$ cat src/rtl/rr_register_file_if.sv
// Write-arbitration and read bus of the round-robin register file.
// Latency: none; this is only a bundle of wires.
// Backpressure: a requester that is not granted holds wr_req/addr/data until it is granted.
interface rr_register_file_if #(
  parameter int WIDTH  = 16,
  parameter int ADDR_W = 3,
  parameter int NUM_WP = 2
);
  logic [NUM_WP-1:0]        wr_req;
  logic [NUM_WP*ADDR_W-1:0] wr_addr;
  logic [NUM_WP*WIDTH-1:0]  wr_data;
  logic [NUM_WP-1:0]        wr_grant;
  logic                     rd_en;
  logic [ADDR_W-1:0]        rd_addr;
  logic [WIDTH-1:0]         rd_data;
  logic                     rd_valid;
  logic                     clr;

  // Producers and the read consumer drive requests and observe grant and read data.
  modport master (
    output wr_req, wr_addr, wr_data, rd_en, rd_addr, clr,
    input  wr_grant, rd_data, rd_valid
  );

  // The register file consumes requests and returns grant and read data.
  modport slave (
    input  wr_req, wr_addr, wr_data, rd_en, rd_addr, clr,
    output wr_grant, rd_data, rd_valid
  );
endinterface

$ cat src/rtl/rr_register_file.sv
// Multi-port register file: NUM_WP writers share one write slot per cycle via round-robin grant.
// Latency: write commits at the granting edge; read data/valid registered one edge after rd_en.
// Backpressure: losing writers see wr_grant=0 and must hold their request; nothing is queued.
module rr_register_file #(
  parameter int WIDTH  = 16,
  parameter int ADDR_W = 3,
  parameter int NUM_WP = 2
) (
  input logic              clk,
  input logic              reset,
  rr_register_file_if.slave bus
);
  localparam int DEPTH = 2 ** ADDR_W;
  localparam int PTR_W = (NUM_WP > 1) ? $clog2(NUM_WP) : 1;

  logic [PTR_W-1:0]  ptr_q, ptr_d;
  logic [WIDTH-1:0]  mem_q [DEPTH];
  logic [WIDTH-1:0]  rd_data_q;
  logic              rd_valid_q;

  logic [NUM_WP-1:0] grant;
  logic              grant_any;
  logic [PTR_W-1:0]  grant_idx;
  logic [PTR_W:0]    cand;
  logic [ADDR_W-1:0] waddr;
  logic [WIDTH-1:0]  wdata;

  // Search ports ptr, ptr+1, ... (mod NUM_WP); the first requester wins the slot.
  always_comb begin
    grant     = '0;
    grant_any = 1'b0;
    grant_idx = '0;
    cand      = '0;
    for (int i = 0; i < NUM_WP; i++) begin
      cand = {1'b0, ptr_q} + (PTR_W + 1)'(i);
      if (cand >= (PTR_W + 1)'(NUM_WP)) begin
        cand = cand - (PTR_W + 1)'(NUM_WP);
      end
      if (!grant_any && bus.wr_req[cand[PTR_W-1:0]]) begin
        grant[cand[PTR_W-1:0]] = 1'b1;
        grant_idx              = cand[PTR_W-1:0];
        grant_any              = 1'b1;
      end
    end
  end

  // Route the granted port's address and data to the storage write port.
  always_comb begin
    waddr = '0;
    wdata = '0;
    for (int p = 0; p < NUM_WP; p++) begin
      if (grant[p]) begin
        waddr = bus.wr_addr[p*ADDR_W +: ADDR_W];
        wdata = bus.wr_data[p*WIDTH +: WIDTH];
      end
    end
  end

  // Pointer moves past the winner; clear rewinds it; no grant leaves it alone.
  always_comb begin
    ptr_d = ptr_q;
    if (bus.clr) begin
      ptr_d = '0;
    end else if (grant_any) begin
      ptr_d = (grant_idx == PTR_W'(NUM_WP - 1)) ? '0 : grant_idx + PTR_W'(1);
    end
  end

  // Round-robin pointer register.
  always_ff @(posedge clk or negedge reset) begin
    if (!reset) begin
      ptr_q <= '0;
    end else begin
      ptr_q <= ptr_d;
    end
  end

  // Storage array: clear wins over the granted write.
  always_ff @(posedge clk or negedge reset) begin
    if (!reset) begin
      for (int e = 0; e < DEPTH; e++) begin
        mem_q[e] <= '0;
      end
    end else if (bus.clr) begin
      for (int e = 0; e < DEPTH; e++) begin
        mem_q[e] <= '0;
      end
    end else if (grant_any) begin
      mem_q[waddr] <= wdata;
    end
  end

  // Registered read of pre-edge contents; data holds when no read is issued.
  always_ff @(posedge clk or negedge reset) begin
    if (!reset) begin
      rd_data_q  <= '0;
      rd_valid_q <= 1'b0;
    end else begin
      rd_valid_q <= bus.rd_en;
      if (bus.rd_en) begin
        rd_data_q <= mem_q[bus.rd_addr];
      end
    end
  end

  // Grant is suppressed while reset is held low.
  assign bus.wr_grant = reset ? grant : '0;
  assign bus.rd_data  = rd_data_q;
  assign bus.rd_valid = rd_valid_q;
endmodule

$ cat src/flat_wrapper.sv
// flat-port wrapper written by rule: the top's interface ports become plain ports
module rr_register_file_flat 
#(
  parameter int WIDTH  = 16,
  parameter int ADDR_W = 3,
  parameter int NUM_WP = 2
)
  (clk, reset, bus_wr_req, bus_wr_addr, bus_wr_data, bus_rd_en, bus_rd_addr, bus_clr, bus_wr_grant, bus_rd_data, bus_rd_valid);
  rr_register_file_if #(.WIDTH(WIDTH), .ADDR_W(ADDR_W), .NUM_WP(NUM_WP)) bus_i ();
  input logic clk;
  input logic reset;
  input wire logic [$bits(bus_i.wr_req)-1:0] bus_wr_req;
  input wire logic [$bits(bus_i.wr_addr)-1:0] bus_wr_addr;
  input wire logic [$bits(bus_i.wr_data)-1:0] bus_wr_data;
  input wire logic [$bits(bus_i.rd_en)-1:0] bus_rd_en;
  input wire logic [$bits(bus_i.rd_addr)-1:0] bus_rd_addr;
  input wire logic [$bits(bus_i.clr)-1:0] bus_clr;
  output wire logic [$bits(bus_i.wr_grant)-1:0] bus_wr_grant;
  output wire logic [$bits(bus_i.rd_data)-1:0] bus_rd_data;
  output wire logic [$bits(bus_i.rd_valid)-1:0] bus_rd_valid;
  assign bus_i.wr_req = bus_wr_req;
  assign bus_i.wr_addr = bus_wr_addr;
  assign bus_i.wr_data = bus_wr_data;
  assign bus_i.rd_en = bus_rd_en;
  assign bus_i.rd_addr = bus_rd_addr;
  assign bus_i.clr = bus_clr;
  assign bus_wr_grant = bus_i.wr_grant;
  assign bus_rd_data = bus_i.rd_data;
  assign bus_rd_valid = bus_i.rd_valid;
  rr_register_file #(.WIDTH(WIDTH), .ADDR_W(ADDR_W), .NUM_WP(NUM_WP)) u_core (.clk(clk), .reset(reset), .bus(bus_i));
endmodule
$ cat config.mk
export PLATFORM = sky130hd
export DESIGN_NAME = rr_register_file_flat
export DESIGN_NICKNAME = d
export VERILOG_FILES = /design/src/rtl/rr_register_file_if.sv /design/src/rtl/rr_register_file.sv /design/src/flat_wrapper.sv
export SDC_FILE = /design/constraint.sdc
export NUM_CORES = 1
export LEC_CHECK = 0
export CAP_MARGIN = 30
export CORE_UTILIZATION = 25
export CTS_CLUSTER_SIZE = 30
export DETAILED_ROUTE_END_ITERATION = 6
export PLACE_DENSITY = 0.47
export REMOVE_ABC_BUFFERS = 1
export SLEW_MARGIN = 0
export SYNTH_ARGS = -nofsm -noshare
export SYNTH_HDL_FRONTEND = slang
export SYNTH_SLANG_ARGS = --single-unit
$ cat constraint.sdc
create_clock -name clk -period 1.9 [get_ports clk]
set_input_delay 0.285 -clock clk [delete_from_list [all_inputs] [get_ports clk]]
set_output_delay 0.285 -clock clk [all_outputs]
set_load 0.02 [all_outputs]
Word-level counts from Yosys, hierarchy flattened
Index checks and enable logic that the tools add are counted.
{"block": "totals", "elab_cells": 65, "out_inout_bits": 19, "in_bits": 47, "ff_bits": 146}
{"block": "op_classes", "addsub": 4, "n_lt_le_gt_ge": 9, "bitwise_logic": 3, "reduce_logical": 6, "mux": 32}
{"operator": "2-to-1 mux 128 bit", "count": 2}
{"operator": "bitwise mux 128 bit", "count": 1}
{"operator": "2-to-1 mux 16 bit", "count": 5}
{"operator": "binary-select mux 16 bit (select 3 bit)", "count": 1}
{"operator": "demux 16 bit (select 3 bit)", "count": 1}
{"operator": "2-to-1 mux 1 bit", "count": 15}
{"operator": "greater-or-equal comparator 4 bit (second input constant)", "count": 2}
{"operator": "inverter 3 -> 4 bit", "count": 2}
{"operator": "2-to-1 mux 2 bit", "count": 3}
{"operator": "2-to-1 mux 3 bit", "count": 2}
{"operator": "logical AND 1 bit", "count": 4}
{"operator": "less-than comparator 1 x 2 -> 1 bit (second input constant)", "count": 2}
{"operator": "less-than comparator 4 x 1 -> 1 bit (second input constant)", "count": 1}
{"operator": "adder 1 x 1 -> 2 bit (second input constant)", "count": 1}
{"operator": "demux 1 bit (select 1 bit)", "count": 2}
{"operator": "greater-or-equal comparator 1 bit (second input constant)", "count": 2}
{"operator": "greater-or-equal comparator 1 x 2 -> 1 bit (second input constant)", "count": 1}
{"operator": "greater-or-equal comparator 2 bit (second input constant)", "count": 1}
{"operator": "bitwise OR 2 bit", "count": 1}
{"operator": "nonzero test 2 bit", "count": 1}
{"operator": "subtractor 1 bit (second input constant)", "count": 2}
{"operator": "adder 1 bit (second input constant)", "count": 1}
{"operator": "logical NOT 1 bit", "count": 1}

Longest topological paths before layout
{"block": "logic_depth", "depth_word": 19, "ltp_mapped": 8, "depth_no_buf": 4}

Worst setup path after synthesis
Ideal clock, no wire load.
{"block": "synth_timing", "path_kind": "reg2reg", "startpoint": "register u_core.ptr_q", "endpoint": "register u_core.mem_q[118] (netlist name)", "setup_time_ps": 121, "n_path_buf": 2, "synth_period_minus_slack_ps": 1760, "path_stages_with_launch": 7, "required_time_ps": 1779, "arrival_time_ps": 1639, "setup_slack_ps": 140, "path_cell_list": "dfrtp_1 -> nand2b_4 -> buf_6 -> a32oi_4 -> a41oi_4 -> buf_6 -> a22o_1"}
{"block": "synth_between", "elab_chain_cells": 19, "elab_cells_between_ends": 42, "cone_classes": "add/sub (3); order compare (8); mux (23); bitwise (2); reduce/logical (6)"}
{"element": "start, declared", "line": "rr_register_file.sv:16", "text": "logic [PTR_W-1:0] ptr_q, ptr_d;"}
{"element": "start signal, assigned", "line": "rr_register_file.sv:74", "text": "ptr_q <= ptr_d;"}
{"element": "adder 1 x 1 -> 2 bit, or another cell as far along", "line": "rr_register_file.sv:35", "text": "cand = {1'b0, ptr_q} + (PTR_W + 1)'(i);"}
{"element": "greater-or-equal comparator 2 bit, or another cell as far along", "line": "rr_register_file.sv:36", "text": "if (cand >= (PTR_W + 1)'(NUM_WP)) begin"}
{"element": "2-to-1 mux 1 bit, or another cell as far along", "line": "rr_register_file.sv:36"}
{"element": "less-than comparator 1 x 2 -> 1 bit (implied by the code), or another cell as far along", "line": "rr_register_file.sv:40", "text": "grant[cand[PTR_W-1:0]] = 1'b1;"}
{"element": "logical AND 1 bit (implied by the code) / 2-to-1 mux 1 bit (equally long branches)", "line": "rr_register_file.sv:40"}
{"element": "2-to-1 mux 1 bit (implied by the code) / demux 1 bit (select 1 bit) (equally long branches)"}
{"element": "demux 1 bit (select 1 bit) / 2-to-1 mux 2 bit (equally long branches)"}
{"element": "bitwise OR 2 bit (no source line)"}
{"element": "[... 3 more ...]"}
{"element": "inverter 3 -> 4 bit (implied by the code)", "line": "rr_register_file.sv:89", "text": "mem_q[waddr] <= wdata;"}
{"element": "greater-or-equal comparator 4 bit (implied by the code) / less-than comparator 4 x 1 -> 1 bit (equally long branches)", "line": "rr_register_file.sv:89"}
{"element": "logical AND 1 bit (implied by the code)", "line": "rr_register_file.sv:89"}
{"element": "2-to-1 mux 16 bit (implied by the code)", "line": "rr_register_file.sv:89"}
{"element": "demux 16 bit (select 3 bit)", "line": "rr_register_file.sv:89"}
{"element": "bitwise mux 128 bit", "line": "rr_register_file.sv:89"}
{"element": "2-to-1 mux 128 bit", "line": "rr_register_file.sv:88", "text": "end else if (grant_any) begin"}
{"element": "2-to-1 mux 128 bit", "line": "rr_register_file.sv:84", "text": "end else if (bus.clr) begin"}
{"element": "end signal, assigned by index", "line": "rr_register_file.sv:89"}
{"element": "end, declared", "line": "rr_register_file.sv:17", "text": "logic [WIDTH-1:0] mem_q [DEPTH];"}
Parallel ways exist; a longest one is shown, timed or not. The select of a mux whose other input is x is not followed.
A chain may end at the register's enable or synchronous reset.

Worst setup path in the final report
{"block": "layout_timing", "startpoint": "register u_core.ptr_q", "endpoint": "register u_core.mem_q[112] (netlist name)"}
Same word-level chain as after synthesis.

==> summary.md <==
| Metric | Value |
|---|---|
| Run status | `completed` |
| Number of slew-limit violations in the final report | `0` |
| Number of unique standard cell types used by synthesis | `26` |
| Worst EP required | `2210 ps` |
| Setup repair after global routing missed its margin | `true` |
| Simple-Gate Fraction of Synth Area | `0.145` |
| Crit path cell chain | `nand2b_4 > buf_4 > a32oi_4 > buf_4 > a41oi_4 > buf_4 > a22o_1` |
| Critical Path Stages | `7` |
| Worst Setup EP | `u_core.mem_q[112]` |
| Crit path DAT | `2170 ps` |
| R2r endpoint | `u_core.mem_q[112]` |
| Setup slack on the worst flop-to-flop path | `40 ps` |
| Stage delay of the slowest cell on the critical path | `430 ps` |
| Mean Syn Cell Area | `12.7 sq um` |
| Nature of the critical path startpoint | `register` |
| Antenna Violating Nets Remaining | `0` |
| CTS Sinks | `146` |
| Total number of vias | `5007` |
| Post-route clock skew | `13.9 ps` |
| Dpl cell area | `9110 sq um` |
| Parity-gate share of the synthesized area counting xor and xnor cells | `0` |
| Routed length per instance | `19.2 um` |
| Placed cell count | `1058` |
| Achievable frequency | `0.538 GHz` |
| Total detailed-routing wirelength | `21000 um` |
| Seq cells post-synth | `146` |
| Site row count | `63` |
| Area of the die | `31100 sq um` |
| Area growth from synthesis to layout | `29.4%` |
| Initial antenna violation count | `0` |
| Layout Nets | `738` |
| Total GRT Usage | `0.143` |
| Clock transition time at the flip-flop clock pins of the worst setup and hold paths | `70 ps` |
| TritonCTS clock tree | `done` |
| Share of post-route cells with drive strength above 1 | `0.224` |
| Starting density of the core | `0.255` |
| Top-Level Pins | `66` |
| Global placer's final weighted congestion | `0.757` |
| Maximum VDD drop | `620 uV` |
| Largest family of logic cells by synthesized area | `multiplexers` |
| Share of synthesized area occupied by flip-flops and latches | `0.481` |
| Num CTS Buffers | `17` |
| Utilization after layout | `0.330` |
| Total DRC errors in the routed layout | `0` |
| Final clock period utilization by the worst path | `0.979` |
| Mean number of vias per cell | `4.58` |
| HPWL reported at the end of detailed placement | `13900 um` |
| Max-slew headroom at the worst pin | `0.382` |
| Pre-antenna DRT Iters | `4` |
| Cell area after layout | `9830 sq um` |
| Min-delay worst type | `primary input to asynchronous set/reset pin` |
| Element type at the critical path end | `register` |
| Post-synthesis cell count | `597` |
| First-pass GRT wire length | `32800 um` |
| Static leakage | `4.70 nW` |
| Worst-margin pin slew | `926 ps` |
| Critical Path Fanout Max | `10` |
| H-tree depth | `4` |
| Critical Path Slowest Stage Cell | `sky130_fd_sc_hd__dfrtp_1` |
| Clock insertion delay at the later pin of the skew report | `420 ps` |
| Clock Path Buffers | `2` |
| Power per Cell Area | `822 nW/um^2` |
| Placeable Area | `29800 sq um` |
| Number of hold violations in the final report | `0` |
| Share of synthesized area spent on multiplexers | `0.263` |
| Via count of the first global-routing pass | `5514` |
| R2r startpoint | `u_core.ptr_q` |
| Compound-cell area share of the yosys netlist | `0.0675` |
| Adder-cell area share of the yosys netlist | `0` |
| Worst setup path class | `register to register` |
| Yosys warning total | `0` |
| GR Overflow Total | `0` |
| Root buf cell | `sky130_fd_sc_hd__clkbuf_16` |
| Largest delay share family, worst path | `compound AO/OA/AOI/OAI gates` |
| Cell seen most often among critical-path stages | `sky130_fd_sc_hd__buf_4` |
| DRT iter0 DRCs | `273` |
| Maximum number of pins on one net before global-route repair | `146` |
| WP buf/inv | `3` |
| Port Buffers | `65` |
| Count of endpoints failing setup in the final report | `0` |
| CP startpoint | `u_core.ptr_q` |
| Die Y-Extent | `176 um` |
| Final non-filler cell total | `1094` |
| Max_cap viols | `0` |
| Final critical-path required period | `1860 ps` |
| Synthesized area | `7600 sq um` |
| Final antenna diode count | `0` |
| Depth of the worst register-to-register path | `7` |
| Total Power Consumption | `8.09 mW` |
| Die width | `176 um` |
cells by family after synthesis:
kind of cell           Yosys count
muxes                          160
AOI/OAI and AO/OA               57
DFF                            146
and+or+nand+nor                173
buffers and inverters           61
worst reg2reg max path: cells and delay by family, from the launching register on:
| kind | cells | cell delay (ps) |
|---|---|---|
| AO/OA/AOI/OAI | 3 | 580 |
| buffers and inverters | 3 | 580 |
| flip-flops | 1 | 430 |
| AND/OR/NAND/NOR | 1 | 160 |
repair_timing:
action,in CTS,in global routing
hold endpoints to repair,1,0
resized for setup,2,16
setup buffers,2,0
cloned,0,1
hold buffers,1,0
setup endpoints to repair,2,75
pin swaps,1,2
synth_stat cells (all sizes together):
cell type	count	area, sq um
a32oi	19	200
buf	27	204
and2	1	6.26
a22o	16	140
a32o	3	41.3
dfrtp	146	3650
nor3	1	16.3
a21oi	17	85.1
a21boi	1	18.8
and3	1	6.26
nand2b	114	721
nor2	32	120
clkbuf	34	128
nand3	7	123
or2	17	106
mux2i	128	1280
a41oi	1	27.5
mux4	32	721
worst min path at each step:
stage | start | endpoint | slack (ps) | depth (start not counted)
detailed placement | reset | u_core.bus.rd_data[3] | 80 | 1
global route | reset | u_core.bus.rd_data[3] | 200 | 2
CTS | reset | u_core.bus.rd_data[3] | 200 | 2
global placement | reset | u_core.bus.rd_data[3] | 80 | 1
floorplan | reset | u_core.bus.rd_data[0] | -10 | 0
finish | reset | u_core.bus.rd_data[3] | 210 | 2
metrics by stage:
stage	TNS (ps)	worst slack [ps]	hold WS, ps
3_3_place_gp	-26020	-268	78.9
3_5_place_dp	-29560	-278	79.6
2_1_floorplan	-4600	-52.0	-10.6
5_1_grt	-72.7	-20.1	201
4_1_cts	0	11.0	200
6_report	0	40.3	211
state kept, by name (all words and copies together) (netlist names):
name / count
u_core.mem_q: 128
u_core.bus.rd_data: 16
u_core.bus.rd_valid: 1
u_core.ptr_q: 1
layout by cell type, fill, tap and decap left out, drive strengths merged:
cell           synthesis  layout
a21boi                 1       1
a21oi                 17      17
a22o                  16      16
a32o                   3       3
a32oi                 19      19
a41oi                  1       1
and2                   1       1
and3                   1       1
buf                   27      72
bufinv                 0       3
clkbuf                34      20
clkdlybuf4s50          0      60
clkinv                 0       5
clkinvlp               0       5
dfrtp                146     146
dlygate4sd2            0       2
dlygate4sd3            0       1
mux2i                128     128
mux4                  32      32
nand2b               114     114
nand3                  7       7
nor2                  32      32
nor3                   1       1
or2                   17      17
layout make-up:
class	instances	area, sq um
fill	2935	20000
sequential	146	3650
multi-input combinational	390	3640
timing repair buffer	136	1440
tap	390	488
clock buffer	19	453
clock inverter	13	160
metal layers:
layer	global-route usage	vias up	part of all wire
li1	-	2313	-
met1	0.182	2598	0.45
met2	0.245	85	0.51
met3	0.0293	11	0.028
met4	0.0377	0	0.0099
met5	0	-	0
where the power goes:
part           switching [mW]  internal, mW
logic                   0.653         0.632
registers              0.0755          3.24
clock network            1.35          2.13
total                    2.08          6.00
Power figures use the tool's default switching activity.
